==> config.mk <==
export PLATFORM = sky130hd
export DESIGN_NAME = reg_file
export DESIGN_NICKNAME = d
export VERILOG_FILES = /design/src/rtl/reg_file_pkg.sv /design/src/rtl/reg_file_mux.sv /design/src/rtl/reg_file.sv
export SDC_FILE = /design/constraint.sdc
export NUM_CORES = 1
export LEC_CHECK = 0
export CORE_ASPECT_RATIO = 0.8
export CORE_UTILIZATION = 40
export DETAILED_ROUTE_END_ITERATION = 8
export SYNTH_ARGS = -nofsm -noshare
export SYNTH_HDL_FRONTEND = slang
export SYNTH_SLANG_ARGS = --single-unit
export TNS_END_PERCENT = 1
==> constraint.sdc <==
create_clock -name clk -period 11.8 [get_ports clk]
set_input_delay 2.36 -clock clk [delete_from_list [all_inputs] [get_ports clk]]
set_output_delay 2.36 -clock clk [all_outputs]
set_load 0.03 [all_outputs]
==> src/rtl/reg_file_pkg.sv <==
// Shared constants and types for the SimplyTRV integer register file.
// Optional build macro used by reg_file: REGFILE_BYPASS_EN (write-to-read forwarding).
package reg_file_pkg;

    localparam int XLEN  = 32;
    localparam int NREGS = 32;
    localparam int AW    = 5;

    localparam logic [AW-1:0]   REG_ZERO  = 5'd0;
    localparam logic [AW-1:0]   CLR_FIRST = 5'd1;
    localparam logic [AW-1:0]   REG_LAST  = 5'(NREGS - 1);
    localparam logic [XLEN-1:0] ZERO_WORD = '0;

    typedef enum logic {
        ST_INIT,
        ST_RUN
    } state_t;

endpackage : reg_file_pkg

==> src/rtl/reg_file_mux.sv <==
// 32-input word mux: selects one XLEN-bit word out of a flattened array.
// Word k occupies bits [k*XLEN +: XLEN] of i_data.
module mux
    import reg_file_pkg::*;
(
    input  logic [NREGS*XLEN-1:0] i_data,
    input  logic [AW-1:0]         i_sel,
    output logic [XLEN-1:0]       o_data
);

    assign o_data = i_data[i_sel*XLEN +: XLEN];

endmodule : mux

==> src/rtl/reg_file.sv <==
// SimplyTRV integer register file: 32 x XLEN, one synchronous write port,
// two combinational read ports, and a post-reset clearing sequencer.
// Build macro REGFILE_BYPASS_EN adds same-cycle write-to-read forwarding.
module reg_file
    import reg_file_pkg::*;
(
    input  logic            clk,
    input  logic            rst_n,
    input  logic            we,
    input  logic [AW-1:0]   waddr,
    input  logic [XLEN-1:0] wdata,
    input  logic [AW-1:0]   raddr1,
    output logic [XLEN-1:0] rdata1,
    input  logic [AW-1:0]   raddr2,
    output logic [XLEN-1:0] rdata2,
    output logic            ready
);

    state_t          r_state;
    state_t          w_next_state;
    logic [AW-1:0]   r_clr_idx;
    logic            r_ready;

    // x0 is hard-wired zero, so it has no storage.
    logic [XLEN-1:0] r_regs [1:NREGS-1];

    logic                  w_clr_en;
    logic                  w_wr_en;
    logic                  w_read_en;
    logic                  w_byp1;
    logic                  w_byp2;
    logic [NREGS*XLEN-1:0] w_mux_in;
    logic [XLEN-1:0]       w_mux1;
    logic [XLEN-1:0]       w_mux2;

    // State register: synchronous reset re-enters INIT; clr_idx walks x1..x31.
    // NOTE: sequential state uses non-blocking (<=) so every flop samples pre-edge values.
    always_ff @(posedge clk) begin
        if (!rst_n) begin
            r_state   <= ST_INIT;
            r_clr_idx <= CLR_FIRST;
            r_ready   <= 1'b0;
        end else begin
            r_state <= w_next_state;
            r_ready <= (w_next_state == ST_RUN);
            // Increment from x31 is never needed: the move to RUN fires first.
            if (w_clr_en && (r_clr_idx != REG_LAST)) begin
                r_clr_idx <= r_clr_idx + AW'(1);
            end
        end
    end

    // Next-state logic: leave INIT on the edge that clears x31.
    // NOTE: every always_comb output gets a default first, so no path can infer a latch.
    always_comb begin
        w_next_state = r_state;
        case (r_state)
            ST_INIT: if (r_clr_idx == REG_LAST) w_next_state = ST_RUN;
            ST_RUN:  w_next_state = ST_RUN;
            default: w_next_state = ST_INIT;
        endcase
    end

    // Output decode: clear/write strobes, read gating and optional forwarding.
    always_comb begin
        w_clr_en  = (r_state == ST_INIT);
        w_wr_en   = we && r_ready && (waddr != REG_ZERO);
        w_read_en = rst_n && (r_state == ST_RUN);
`ifdef REGFILE_BYPASS_EN
        w_byp1    = w_wr_en && (waddr == raddr1);
        w_byp2    = w_wr_en && (waddr == raddr2);
`else
        w_byp1    = 1'b0;
        w_byp2    = 1'b0;
`endif
    end

    // Storage: the sequencer clears one register per INIT edge, otherwise accept writes.
    // NOTE: the array has no reset branch; the clearing sequencer zeroes it instead,
    // which keeps it mappable to plain storage without a wide reset fan-out.
    always_ff @(posedge clk) begin
        if (rst_n) begin
            if (w_clr_en) begin
                r_regs[r_clr_idx] <= ZERO_WORD;
            end else if (w_wr_en) begin
                r_regs[waddr] <= wdata;
            end
        end
    end

    // Flatten storage onto the mux array port; slot 0 stays ZERO_WORD for x0.
    always_comb begin
        w_mux_in = '0;
        for (int i = 1; i < NREGS; i++) begin
            w_mux_in[i*XLEN +: XLEN] = r_regs[i];
        end
    end

    mux u_mux1 (
        .i_data (w_mux_in),
        .i_sel  (raddr1),
        .o_data (w_mux1)
    );

    mux u_mux2 (
        .i_data (w_mux_in),
        .i_sel  (raddr2),
        .o_data (w_mux2)
    );

    // Read ports: zero during reset/INIT, forwarded write data when bypass hits.
    always_comb begin
        rdata1 = ZERO_WORD;
        rdata2 = ZERO_WORD;
        if (w_read_en) begin
            rdata1 = w_byp1 ? wdata : w_mux1;
            rdata2 = w_byp2 ? wdata : w_mux2;
        end
    end

    assign ready = r_ready;

endmodule : reg_file

==> results of run 1 <==
## synthesized netlist by cell type, drive strengths merged
master	count	area, µm²
o32a	1	10.0
a221oi	62	543
edfxtp	992	29800
o21bai	1	7.51
dfxtp	6	120
mux2i	293	2930
clkbuf	101	379
mux4	383	8630
nor2	12	45.0
o32ai	1	8.76
and2	37	231
a211oi	1	7.51
a22o	32	280
o21ai	5	25.0
xnor2	3	26.3
o21a	32	240
a21boi	2	15.0
a21oi	5	25.0
a22oi	33	248
o221ai	1	8.76
nand2b	2	12.5
and4	31	272
nand3b	1	7.51
o221a	31	349
ha	2	25.0
nand4	1	6.26
a41oi	1	8.76
nor2b	40	250
o2bb2ai	1	8.76
o211ai	30	225
o311a	30	300
a31oi	4	25.0
nor3	57	285
a21o	3	22.5
nor3b	3	22.5
buf	113	591
nor4	1	6.26
nand3	9	45.0
nand2	103	387
a211o	1	8.76
mux2	64	721
and3	2	12.5
inv	4	15.0
## worst max-delay path by stage
stage          cells after the start  slack, ps         end
2_1_floorplan                      8       5250  rdata2[31]
3_3_place_gp                       7       3680  rdata2[30]
3_5_place_dp                       7       3610  rdata2[30]
4_1_cts                            8       3600   rdata2[1]
5_1_grt                            8       3480   rdata2[1]
6_report                           8       3530   rdata2[1]
## registers in the layout, indices dropped and copies added (netlist names)
signal and count:
r_regs 992, r_clr_idx 5, ready 1
## placed cells by master, fill, tap and decap left out, types with 4 or more instances in the layout
| master | count |
|---|---|
| a21oi_1 | 4 |
| a221oi_1 | 62 |
| a22o_1 | 32 |
| a22oi_1 | 33 |
| and2_1 | 34 |
| and4_1 | 31 |
| buf_12 | 8 |
| buf_4 | 79 |
| buf_8 | 4 |
| bufinv_16 | 10 |
| clkbuf_1 | 17 |
| clkbuf_16 | 99 |
| clkdlybuf4s50_1 | 104 |
| clkinv_1 | 13 |
| clkinv_2 | 14 |
| clkinvlp_4 | 11 |
| dfxtp_1 | 6 |
| edfxtp_1 | 992 |
| inv_1 | 4 |
| mux2_2 | 64 |
| mux2i_1 | 293 |
| mux4_2 | 383 |
| nand2_1 | 102 |
| nand3_1 | 8 |
| nor2_1 | 7 |
| nor2_4 | 5 |
| nor2b_1 | 34 |
| nor2b_4 | 6 |
| nor3_1 | 30 |
| nor3_2 | 27 |
| o211ai_1 | 30 |
| o21a_1 | 32 |
| o221a_2 | 30 |
| o311a_1 | 30 |
## final cells by class
class,count,share of cell area
Sequential cell,998,0.560
Multi-Input combinational cell,1321,0.310
Clock buffer,118,0.0481
Tap cell,1539,0.0361
Timing Repair Buffer,198,0.0353
Clock inverter,52,0.0101
Inverter,4,0.000281
Antenna cell,1,0.0000469
## metal layers
layer | vias up | global-route usage
met5 | - | 0
met4 | 4 | 0.0794
met3 | 294 | 0.0553
met2 | 1812 | 0.383
met1 | 15200 | 0.370
li1 | 11000 | -
## power by group through the flow
stage / clock network (mW) / logic [mW] / registers (mW)
after floorplan: 0 / 0.338 / 3.96
after global placement: 0 / 0.508 / 3.96
after detailed placement: 0 / 0.512 / 3.97
after CTS: 3.16 / 0.513 / 3.89
after global routing: 3.28 / 0.536 / 3.89
final: 3.13 / 0.518 / 3.89
## logic make-up (layout without fill, tap and decap cells)
kind of cell             count (synthesis)  in the layout  synth area share
AO/OA/AOI/OAI                          277            277            0.0502
XOR/XNOR                                 3              3          0.000557
adder cells (fa/ha/maj)                  2              2          0.000530
buffers and inverters                  218            372            0.0209
flip-flops                             998            998             0.634
multiplexers                           740            740             0.260
other                                    0              1                 0
AND/OR/NAND/NOR                        299            299            0.0336
## per-stage QoR
| step | std cells | setup WS (ps) |
|---|---|---|
| after floorplan | 2537 | 5250 |
| after detailed placement | 4060 | 3610 |
| after CTS | 4230 | 3600 |
| after global routing | 4230 | 3480 |
| after global placement | 4060 | 3680 |
| final | 4231 | 3530 |
## worst max-delay path: stages
cell and delay (ps):
buf_6 430, buf_12 570, and2_2 360, buf_4 550
a22oi_1 200, and4_1 260, o311a_1 430, clkdlybuf4s50_1 660
==> impl_metrics.env, run 1 <==
export IMPL_status="completed"
export IMPL_drt_wl_total_um=153000
export IMPL_ys_ff_latch=998
export IMPL_placed_area_um2=50300
export IMPL_swShare=0.224
export IMPL_drv_slew=0
export IMPL_peakVddDrop_mv=0.106
export IMPL_cp_required_ps=9440
export IMPL_regToRegEndpoint="r_regs[17][26]"
export IMPL_cp_max_fo=87
export IMPL_final_area_um2=53400
export IMPL_r2r_cells=6
export IMPL_setup_viol=0
export IMPL_drv_cap=0
export IMPL_syn_area_um2=47200
export IMPL_worst_slew_pin_slew_ps=1170
export IMPL_synth_distinct_cells=48
export IMPL_drive_above_1_share=0.281
export IMPL_worstSkewPairLatency_ps=690
export IMPL_hp_start="r_clr_idx[4]"
export IMPL_layout_nets=2671
export IMPL_holdPathStages=2
export IMPL_reg2reg_slack_ps=7330
export IMPL_fp_coreArea_um2=117000
export IMPL_synthToLayoutAreaGrowth_pct=13.1
export IMPL_dieArea_um2=119000
export IMPL_fin_crit_sh=0.701
export IMPL_cts_sinks=998
export IMPL_clkPwrFrac=0.415
export IMPL_finalHoldViolations=0
export IMPL_htree_num_levels=3
export IMPL_path_class="input port to primary output"
export IMPL_portBuffers=114
export IMPL_gr_total_overflow=0
export IMPL_relSlewSlack=0.223
export IMPL_dieHeight_um=309
export IMPL_ctsHoldBuffers=0
export IMPL_via_per_inst=6.68
export IMPL_antenna_found_initial=7
export IMPL_wl_met1_um=63300
export IMPL_powerDensity_nw_per_um2=141
export IMPL_post_route_min_period_ps=8270
export IMPL_vias=28300
export IMPL_final_core_util=0.457
export IMPL_numCtsBuffers=96
export IMPL_yosysSeqAreaShare=0.634
export IMPL_hold_ws_ps=559
export IMPL_power_mw=7.54
export IMPL_top_layer_used="met5"
export IMPL_syn_nets=2589
export IMPL_drc=0
export IMPL_grt_max_degree=123
export IMPL_cts_tree="built"
export IMPL_pwr_share_seq=0.516
export IMPL_fill_cells=9769
export IMPL_multi_input_area_um2=16500
export IMPL_cts_root_buf="clkbuf_16"
export IMPL_ys_warn_count=0
export IMPL_startpoint="raddr2[2]"
export IMPL_clock_path_buffers=3
export IMPL_hold_end="r_clr_idx[4]"
export IMPL_cts_setup_buffers=0
export IMPL_grt_pass1_wl_um=214000
export IMPL_startpoint_type="input port"
export IMPL_hp_class="flip-flop to flip-flop"
export IMPL_pin_count=115
export IMPL_drtAntennaViolNets=0
export IMPL_hpwl_um=82600
export IMPL_cellLeakagePower_nw=15.5
export IMPL_power_frac_comb=0.069
export IMPL_cts_resized=0
export IMPL_switching_power_mw=1.69
export IMPL_initial_core_util=0.404
export IMPL_gp_congestion=0.835
export IMPL_max_freq_mhz=121
export IMPL_critPathArrivalTime_ps=5910
export IMPL_synthCells=2537
export IMPL_wire_per_inst_um=36.2
export IMPL_track_usage=0.255
export IMPL_drt_iter0_drc=3608
export IMPL_die_w_um=386
export IMPL_intPower_mw=5.85
export IMPL_seq_area_um2=29900
export IMPL_rows=112
export IMPL_path_clk_slew_ps=70
export IMPL_avgSynthCellArea_um2=18.6
export IMPL_rsz0062_at_grt="no"
export IMPL_wl_met3_um=15900
export IMPL_endpoint_kind="primary output"
export IMPL_finClkSkew_ps=23.9
export IMPL_r2r_start="ready"
export IMPL_routed_wl_met2_um=69000
export IMPL_tns_ps=0
export IMPL_first_pass_iters=5
export IMPL_first_global_vias=28400
Power figures use the tool's default switching activity.
==> inputs of run 2 (changes only) <==
- clock period: 11.8 -> 7.9 ns (I/O delays scaled with it)
==> run 2 against run 1 <==
Effect of this change:
- sequential share of layout area about the same
- total power increased by 47%
- flip-flop and latch count unchanged
- largest power group unchanged
==> impl_metrics.env, run 2 (synthesis results as in run 1) <==
export IMPL_vias=28400
export IMPL_swShare=0.227
export IMPL_antenna_found_initial=9
export IMPL_path_class="input port to primary output"
export IMPL_track_usage=0.255
export IMPL_hp_class="flip-flop to flip-flop"
export IMPL_drc=0
export IMPL_drive_above_1_share=0.280
export IMPL_powerDensity_nw_per_um2=208
export IMPL_rows=112
export IMPL_die_w_um=386
export IMPL_seq_area_um2=29900
export IMPL_cp_required_ps=6320
export IMPL_ctsHoldBuffers=0
export IMPL_worstSkewPairLatency_ps=700
export IMPL_first_pass_iters=5
export IMPL_power_frac_comb=0.070
export IMPL_final_common_cell="edfxtp_1"
export IMPL_clock_path_buffers=3
export IMPL_post_place_ws_ps=1500
export IMPL_intPower_mw=8.56
export IMPL_cp_max_fo=24
export IMPL_dieArea_um2=119000
export IMPL_gr_total_overflow=0
export IMPL_power_mw=11.1
export IMPL_r2r_start="ready"
export IMPL_tns_ps=0
export IMPL_drtAntennaViolNets=0
export IMPL_htree_num_levels=3
export IMPL_synthToLayoutAreaGrowth_pct=13.1
export IMPL_relSlewSlack=0.0878
export IMPL_path_clk_slew_ps=60
export IMPL_max_freq_mhz=153
export IMPL_wire_per_inst_um=35.6
export IMPL_final_cell_mix="992 x edfxtp_1, 383 x mux4_2, 293 x mux2i_1"
export IMPL_first_global_vias=29200
export IMPL_drv_cap=0
export IMPL_fp_coreArea_um2=117000
export IMPL_initial_core_util=0.404
export IMPL_numCtsBuffers=98
export IMPL_pin_count=115
export IMPL_grt_max_degree=84
export IMPL_grt_pass1_wl_um=216000
export IMPL_fill_cells=9886
export IMPL_critPathArrivalTime_ps=4950
export IMPL_layout_nets=2688
export IMPL_pwr_share_seq=0.525
export IMPL_gp_congestion=0.837
export IMPL_drt_wl_total_um=151000
export IMPL_hp_start="r_clr_idx[0]"
export IMPL_drv_slew=0
export IMPL_setup_viol=0
export IMPL_regToRegEndpoint="r_regs[1][0]"
export IMPL_reg2reg_slack_ps=3990
export IMPL_status="completed"
export IMPL_holdPathStages=2
export IMPL_drt_iter0_drc=3629
export IMPL_hold_ws_ps=580
export IMPL_largest_register="r_regs"
export IMPL_endpoint_kind="primary output"
export IMPL_cts_resized=0
export IMPL_cellLeakagePower_nw=15.6
export IMPL_clkPwrFrac=0.405
export IMPL_cts_sinks=998
export IMPL_cts_setup_buffers=0
export IMPL_dieHeight_um=309
export IMPL_hold_end="r_clr_idx[0]"
export IMPL_via_per_inst=6.67
export IMPL_cts_root_buf="clkbuf_16"
export IMPL_multi_input_area_um2=16500
export IMPL_hpwl_um=86400
export IMPL_peakVddDrop_mv=0.166
export IMPL_fin_crit_sh=0.827
export IMPL_cts_tree="built"
export IMPL_r2r_cells=6
export IMPL_post_route_min_period_ps=6530
export IMPL_startpoint_type="input port"
export IMPL_largest_reg_flops=992
export IMPL_portBuffers=114
export IMPL_fin_ws_ps=1370
export IMPL_finalHoldViolations=0
export IMPL_switching_power_mw=2.52
export IMPL_worst_slew_pin_slew_ps=1370
export IMPL_rsz0062_at_grt="no"
export IMPL_finClkSkew_ps=17.2
## run 2: changes by cell type in the layout (fill, tap and decap cells not counted), sizes merged
| cell | delta |
|---|---|
| clkinvlp | -7 |
| bufinv | -5 |
| clkbuf | +6 |
| buf | +15 |
| diode | +2 |
| clkinv | +10 |
## run 2: metrics by stage
stage                     area, µm²  utilization  instances
after floorplan               47200            -       2537
after global placement        50400        0.432       4075
after detailed placement      50400        0.432       4075
after CTS                     53300        0.457       4249
after global routing          53300        0.457       4249
final                         53400        0.457       4252
## run 2: area by class of cell
cell class	count	area share
Multi-Input combinational cell	1321	0.310
Antenna cell	3	0.000141
Sequential cell	998	0.561
Tap cell	1539	0.0361
Timing Repair Buffer	213	0.0381
Inverter	4	0.000281
Clock inverter	50	0.00694
Clock buffer	124	0.0482
## run 2: power by group through the flow
stage	sequential [mW]	combinational, mW	clock, mW
final	5.81	0.777	4.49
after global routing	5.81	0.806	4.71
after CTS	5.81	0.771	4.53
after detailed placement	5.92	0.768	0
after global placement	5.92	0.763	0
after floorplan	5.92	0.505	0
## run 2: worst max-delay path by stage
| stage | start | to | slack [ps] | cells after the start |
|---|---|---|---|---|
| 6_report | rst_n | rdata1[2] | 1370 | 6 |
| 5_1_grt | rst_n | rdata1[2] | 1320 | 6 |
| 4_1_cts | rst_n | rdata1[2] | 1480 | 6 |
| 3_5_place_dp | rst_n | rdata1[2] | 1500 | 6 |
| 3_3_place_gp | rst_n | rdata1[2] | 1500 | 6 |
| 2_1_floorplan | waddr[4] | r_regs[28][0] | 2530 | 4 |
## run 2: layer usage
metal	vias to the layer above	part of all wire	wire, µm	global-route usage
met5	-	0.00033	50	0
met4	8	0.023	3560	0.0634
met3	270	0.11	17200	0.0755
met2	1835	0.45	68000	0.381
met1	15200	0.41	62600	0.363
li1	11000	-	-	-
## run 2: critical path, stage by stage
cell             delay [ps]
clkdlybuf4s50_1         680
nand2_2                 750
buf_4                   530
a221oi_1                240
o21a_1                  390
clkdlybuf4s50_1         750
